File: src/rtl/serial_subtractor_if.sv
// Operand/result bundle for serial_subtractor; master drives start/a/b.
// ovf exists only when SERIAL_SUB_OVF_EN is defined.
interface serial_subtractor_if #(
  parameter int WIDTH = 4
);
  logic             start;
  logic [WIDTH-1:0] a;
  logic [WIDTH-1:0] b;
  logic             busy;
  logic             done;
  logic [WIDTH-1:0] diff;
  logic             borrow_out;
`ifdef SERIAL_SUB_OVF_EN
  logic             ovf;

  modport master (
    output start, a, b,
    input  busy, done, diff, borrow_out, ovf
  );
  modport slave (
    input  start, a, b,
    output busy, done, diff, borrow_out, ovf
  );
`else
  modport master (
    output start, a, b,
    input  busy, done, diff, borrow_out
  );
  modport slave (
    input  start, a, b,
    output busy, done, diff, borrow_out
  );
`endif
endinterface

File: src/rtl/serial_subtractor.sv
// Bit-serial a - b, LSB first, one full-subtractor cell and a registered borrow.
// Define SERIAL_SUB_OVF_EN to add the signed-overflow flag (bus.ovf).
module serial_subtractor #(
  parameter int WIDTH = 4
) (
  input logic                clk,
  input logic                rst,
  serial_subtractor_if.slave bus
);
  localparam int CW = $clog2(WIDTH);
  localparam logic [CW-1:0] LAST = CW'(WIDTH - 1);

  typedef enum logic [1:0] {
    IDLE,
    RUN,
    DONE
  } state_t;

  state_t state;
  state_t state_nx;

  logic [WIDTH-1:0] a_sh;
  logic [WIDTH-1:0] b_sh;
  logic [WIDTH-1:0] d_sh;
  logic [CW-1:0]    cnt;
  logic             brw;
  logic             brw_nx;
  logic             bit_d;
  logic             brw_q;
  logic             load;
  logic             last;

  assign bit_d  = a_sh[0] ^ b_sh[0] ^ brw;
  assign brw_nx = (~a_sh[0] & b_sh[0])
                | (~(a_sh[0] ^ b_sh[0]) & brw);

  always_ff @(posedge clk or posedge rst) begin
    if (rst) state <= IDLE;
    else     state <= state_nx;
  end

  // start is honoured only outside RUN, so a busy pulse is dropped
  always_comb begin
    state_nx = state;
    load     = 1'b0;
    last     = 1'b0;
    unique case (state)
      IDLE: begin
        if (bus.start) begin
          load     = 1'b1;
          state_nx = RUN;
        end
      end
      RUN: begin
        if (cnt == LAST) begin
          last     = 1'b1;
          state_nx = DONE;
        end
      end
      DONE: begin
        if (bus.start) begin
          load     = 1'b1;
          state_nx = RUN;
        end
      end
      default: state_nx = IDLE;
    endcase
  end

  always_ff @(posedge clk or posedge rst) begin
    if (rst) begin
      a_sh  <= '0;
      b_sh  <= '0;
      d_sh  <= '0;
      cnt   <= '0;
      brw   <= 1'b0;
      brw_q <= 1'b0;
    end else if (load) begin
      a_sh  <= bus.a;
      b_sh  <= bus.b;
      d_sh  <= '0;
      cnt   <= '0;
      brw   <= 1'b0;
      brw_q <= 1'b0;
    end else if (state == RUN) begin
      a_sh <= a_sh >> 1;
      b_sh <= b_sh >> 1;
      d_sh <= {bit_d, d_sh[WIDTH-1:1]};
      cnt  <= cnt + CW'(1);
      brw  <= brw_nx;
      if (last) brw_q <= brw_nx;
    end
  end

  assign bus.busy       = (state == RUN);
  assign bus.done       = (state == DONE);
  assign bus.diff       = d_sh;
  assign bus.borrow_out = brw_q;

`ifdef SERIAL_SUB_OVF_EN
  // operand sign bits are kept because the shift registers lose them
  logic a_msb;
  logic b_msb;
  logic ovf_q;

  always_ff @(posedge clk or posedge rst) begin
    if (rst) begin
      a_msb <= 1'b0;
      b_msb <= 1'b0;
      ovf_q <= 1'b0;
    end else if (load) begin
      a_msb <= bus.a[WIDTH-1];
      b_msb <= bus.b[WIDTH-1];
      ovf_q <= 1'b0;
    end else if (last) begin
      ovf_q <= (a_msb ^ b_msb) & (bit_d ^ a_msb);
    end
  end

  assign bus.ovf = ovf_q;
`endif
endmodule

File: src/flat_wrapper.sv
// flat-port wrapper written by rule: the top's interface ports become plain ports
module serial_subtractor_flat 
#(
  parameter int WIDTH = 4
)
  (clk, rst, bus_start, bus_a, bus_b, bus_busy, bus_done, bus_diff, bus_borrow_out);
  serial_subtractor_if #(.WIDTH(WIDTH)) bus_i ();
  input logic clk;
  input logic rst;
  input wire logic [$bits(bus_i.start)-1:0] bus_start;
  input wire logic [$bits(bus_i.a)-1:0] bus_a;
  input wire logic [$bits(bus_i.b)-1:0] bus_b;
  output wire logic [$bits(bus_i.busy)-1:0] bus_busy;
  output wire logic [$bits(bus_i.done)-1:0] bus_done;
  output wire logic [$bits(bus_i.diff)-1:0] bus_diff;
  output wire logic [$bits(bus_i.borrow_out)-1:0] bus_borrow_out;
  assign bus_i.start = bus_start;
  assign bus_i.a = bus_a;
  assign bus_i.b = bus_b;
  assign bus_busy = bus_i.busy;
  assign bus_done = bus_i.done;
  assign bus_diff = bus_i.diff;
  assign bus_borrow_out = bus_i.borrow_out;
  serial_subtractor #(.WIDTH(WIDTH)) u_core (.clk(clk), .rst(rst), .bus(bus_i));
endmodule
File: config.mk
export PLATFORM = sky130hd
export DESIGN_NAME = serial_subtractor_flat
export DESIGN_NICKNAME = d
export VERILOG_FILES = /design/src/rtl/serial_subtractor_if.sv /design/src/rtl/serial_subtractor.sv /design/src/flat_wrapper.sv
export SDC_FILE = /design/constraint.sdc
export NUM_CORES = 1
export LEC_CHECK = 0
export CAP_MARGIN = 20
export CORE_UTILIZATION = 40
export DETAILED_ROUTE_END_ITERATION = 8
export PLACE_DENSITY = 0.66
export SKIP_LAST_GASP = 1
export SYNTH_ARGS = -nofsm -noshare
export SYNTH_HDL_FRONTEND = slang
export SYNTH_SLANG_ARGS = --single-unit
File: constraint.sdc
create_clock -name clk -period 1.5 [get_ports clk]
set_input_delay 0.225 -clock clk [delete_from_list [all_inputs] [get_ports clk]]
set_output_delay 0.225 -clock clk [all_outputs]
set_load 0.05 [all_outputs]
-- Word level (Yosys, flattened, before mapping)
Index checks and enable logic that the tools add are counted.
- eq/ne operators: 5
- muxes and demuxes: 20
- bitwise operators: 7
- reduce and logical (&&, ||, !) cells: 6
- add/subtract/negate cells: 1
- operator list (kind ; count):
    $mux 4 ; 6
    $mux 1 ; 9
    $mux 2 ; 4
    $eq 2x2->1 const B ; 2
    $ne 2x1->1 const B ; 2
    $pmux 2 s2 ; 1
    $reduce_and 2->1 ; 2
    $reduce_bool 2->1 ; 2
    $add 2x1->2 const B ; 1
    $and 1x1->1 ; 2
    $eq 2x1->1 const B ; 1
    $logic_not 2->1 ; 1
    $not 1->1 ; 2
    $reduce_or 2->1 ; 1
    $xor 1x1->1 ; 2
    $or 1x1->1 ; 1
- register bits after elaboration: 18
- output and inout bits: 7

-- Longest topological paths before layout
- word-level depth: 7
- mapped depth: 4

-- Worst setup path before layout
Ideal clock, no wire load.
- kind: reg-to-output
- start point: register u_core.state[1]
- end point: output bus_done
- data required time: 1.275 ns
- slack: -0.039 ns
- arrival: 1.314 ns
- buffers on the path: 1
- stages on the path, launching flop included: 3
- path through: dfrtp_1 -> buf_4 -> nor2b_1
- word-level cells in the longest chain between the ends: 1
- ends and longest elaborated chain (element ; line ; text):
    from (decl) ; serial_subtractor.sv:19 ; state_t state;
    from (signal assigned) ; serial_subtractor.sv:39 ; else state <= state_nx;
    $eq 2x2->1 ; serial_subtractor.sv:96 ; assign bus.done = (state == DONE);
    to (decl) ; flat_wrapper.sv:14 ; output wire logic [$bits(bus_i.done)-1:0] bus_done;
Every way passes these cells.

-- Worst setup path after layout
Same ends and word-level chain as after synthesis.

==> results.yml <==
timing:
  post-route-period-util: 0.9634
  slew_violations: 0
  rsz0062_at_grt: "yes"
  post-route-min-period_ns: 1.445
  fmax_mhz: 692.0
  setup_violations: 0
  relSlewSlack: 0.8452
  fin_skew_ns: 0.002345
  tightest_slew_ns: 0.2321
  hold_violations: 0
drt:
  top_layer_used: "met4"
  postRouteAntennaNets: 0
  wl_met2_um: 827
  drt_iter0_drc: 6
  dr_total_vias: 675
  routed_wl_mm: 1.716
  vias_per_cell: 5.075
  firstDrtPassIters: 4
  wl_met3_um: 59
  wl_met1_um: 805
  drc_errors: 0
  post_drt_wl_per_cell_um: 12.90
global_route:
  gr-total-overflow: 0
  grt_pass1_wl_mm: 3.077
  first_global_vias: 692
  grt_max_degree: 19
  grt_usage: 0.1693
  antenna_found_initial: 0
die:
  die_w_um: 49.19
  dieArea_sq_um: 2420
  ioPinCount: 18
  fp.dieH_um: 49.19
  core_area_sq_um: 2022
  start_util: 0.4406
  rows: 16
clock_network:
  worst_skew_pair.late_latency_ns: 0.29
  h-tree-depth: 1
  cts_buffers: 3
  cts_num_sinks: 18
  clockRootBuffer: "clkbuf_4"
  cts_tree: "built"
  clk_path_buf_depth: 2
  clk_pin_slew_worst_paths_ns: 0.10
  hold_buffers: 0
synth:
  synth_area_sq_um: 890.9
  synth_nets: 92
  ys_warn_count: 0
  synth.avg_cell_area_sq_um: 11.28
  ys_seq_area_frac: 0.5056
  syn_inst: 79
  synth_seq_cells: 18
  synth.distinct_cells: 23
critical_path:
  crit_family: "flip-flops"
  critPathBufInv: 2
  cp-end-kind: "output pin"
  worstPathRequired_ns: 1.27
  crit_slowest_cell: "dfrtp_1"
  path_max_fanout: 5
  startpoint_type: "flop"
  worstSetupPathType: "flop to output pin"
  path_cells: "buf_4 -> nor2b_2 -> buf_12"
  worstPathArrival_ns: 1.22
  cpPeakStageDelay_ns: 0.42
place:
  io_buffers: 17
  dpl.cell_count: 127
  dpl.hpwl_mm: 1.241
  placed_area_sq_um: 1194
  gp_congestion: 0.7506
cells_and_area:
  antenna_cells: 0
  fin_util: 0.6163
  num-nets-final: 120
  fin_area_sq_um: 1246
  fillerInstances: 169
  syn_to_final_growth_pct: 39.89
  drive_gt1_frac: 0.2358
  fin_cells: 133
  register_area_sq_um: 451.7
  multi_input_comb_area_sq_um: 395.4
min_path:
  hold_class: "input pin to asynchronous set/reset pin"
run:
  drv_cap: 0
outcome:
  status: "finished, final reports clean"
power:
  cellPowerDensity_nw_per_um2: 2169
  p_leak_nw: 0.5613
  ir_drop_v: 0.001290
-- worst paths after layout --
| path | startpoint | to | slack, ns | depth (start not counted) |
|---|---|---|---|---|
| max | u_core.state[1] | bus_done | 0.05 | 3 |
| min | rst | u_core.cnt[1] | 0.23 | 3 |
| max reg2reg | u_core.brw | u_core.bus.borrow_out | 0.08 | 3 |
| min reg2reg | u_core.a_sh[3] | u_core.a_sh[3] | 0.50 | 1 |
| max in group asynchronous | rst | u_core.state[0] | 1.06 | 3 |
| min in group clk | u_core.a_sh[3] | u_core.a_sh[3] | 0.50 | 1 |
-- cells by family (layout without fill, tap and decap cells) --
group / Yosys count / count (layout) / share of synthesized area
fa+ha+maj: 2 / 2 / 0.03652
compound gates: 25 / 25 / 0.1994
mux: 9 / 9 / 0.1025
simple gates: 14 / 14 / 0.09270
buf+inv: 10 / 37 / 0.05336
xor+xnor: 1 / 1 / 0.009833
flops: 18 / 18 / 0.5056
-- layout by cell type (no fill, tap or decap), drive strengths merged, types with 2 or more instances in the layout --
cell / instances
nand2: 2
a211oi: 6
a22o: 8
nor2b: 7
mux2i: 8
clkbuf: 4
a21oi: 6
o21ai: 2
buf: 18
dfrtp: 18
clkdlybuf4s50: 10
inv: 5
nand2b: 2
-- flip-flops by register name, summed over array words and instances, names as in the netlist --
name / flops
u_core.cnt: 2
u_core.b_sh: 4
u_core.a_sh: 4
u_core.brw: 1
u_core.bus.borrow_out: 1
u_core.state: 2
u_core.bus.diff: 4
-- Yosys cell counts, drive strengths merged --
library cell | number | area share
a211oi | 6 | 0.051
buf | 4 | 0.028
ha | 1 | 0.014
mux2 | 1 | 0.013
mux2i | 8 | 0.090
clkbuf | 1 | 0.0042
a21oi | 6 | 0.034
nor2b | 7 | 0.049
nor2 | 1 | 0.0070
nand3 | 1 | 0.0056
nand2b | 2 | 0.014
dfrtp | 18 | 0.51
o2bb2ai | 1 | 0.0098
xnor2 | 1 | 0.0098
nand2 | 2 | 0.0084
fa | 1 | 0.022
a22o | 8 | 0.079
o21ai | 2 | 0.011
and2b | 1 | 0.0084
o22ai | 1 | 0.0070
inv | 5 | 0.021
a21o | 1 | 0.0084
-- final cells by class --
type | count | share of cell area
Clock buffer | 4 | 0.02912
Tap cell | 27 | 0.02711
Sequential cell | 18 | 0.3624
Multi-Input combinational cell | 51 | 0.3173
Inverter | 5 | 0.01506
Timing Repair Buffer | 28 | 0.2490
-- what timing repair did --
item / 4_1_cts / 5_1_grt
setup endpoints to repair: 2 / 2
hold endpoints to repair: 0 / 0
gates cloned: 0 / 0
gates resized for setup: 1 / 0
setup buffers: 1 / 1
-- stage by stage --
step	setup TNS (ns)	hold WS, ns	power [mW]	setup WS, ns
finish	0	0.2347	2.703	0.05489
global route	-0.03427	0.2677	2.905	-0.02045
CTS	0	0.2338	2.708	0.01637
detailed placement	-0.02972	0.4792	2.386	-0.02255
global placement	0	0.4789	2.348	0.06009
floorplan	0	0.1636	1.792	0.1341
-- worst reg2reg max path, cell delays in order (launching register included) --
cell and delay (ns):
dfrtp_1 0.41, fa_1 0.44, mux2_1 0.30, a22o_1 0.17
-- per-layer routing --
layer  up-vias  track usage
met4         0      0.08824
met2        15       0.2763
met3         2      0.03115
met5         -            0
li1        338            -
met1       320       0.2116
-- power breakdown --
| part | internal (mW) | total, mW | switching, mW |
|---|---|---|---|
| Clock | 0.148 | 0.294 | 0.146 |
| Combinational | 0.768 | 1.50 | 0.736 |
| Sequential | 0.704 | 0.905 | 0.201 |
| Total | 1.62 | 2.70 | 1.08 |
Note: power is estimated with default switching activity, not from simulation.
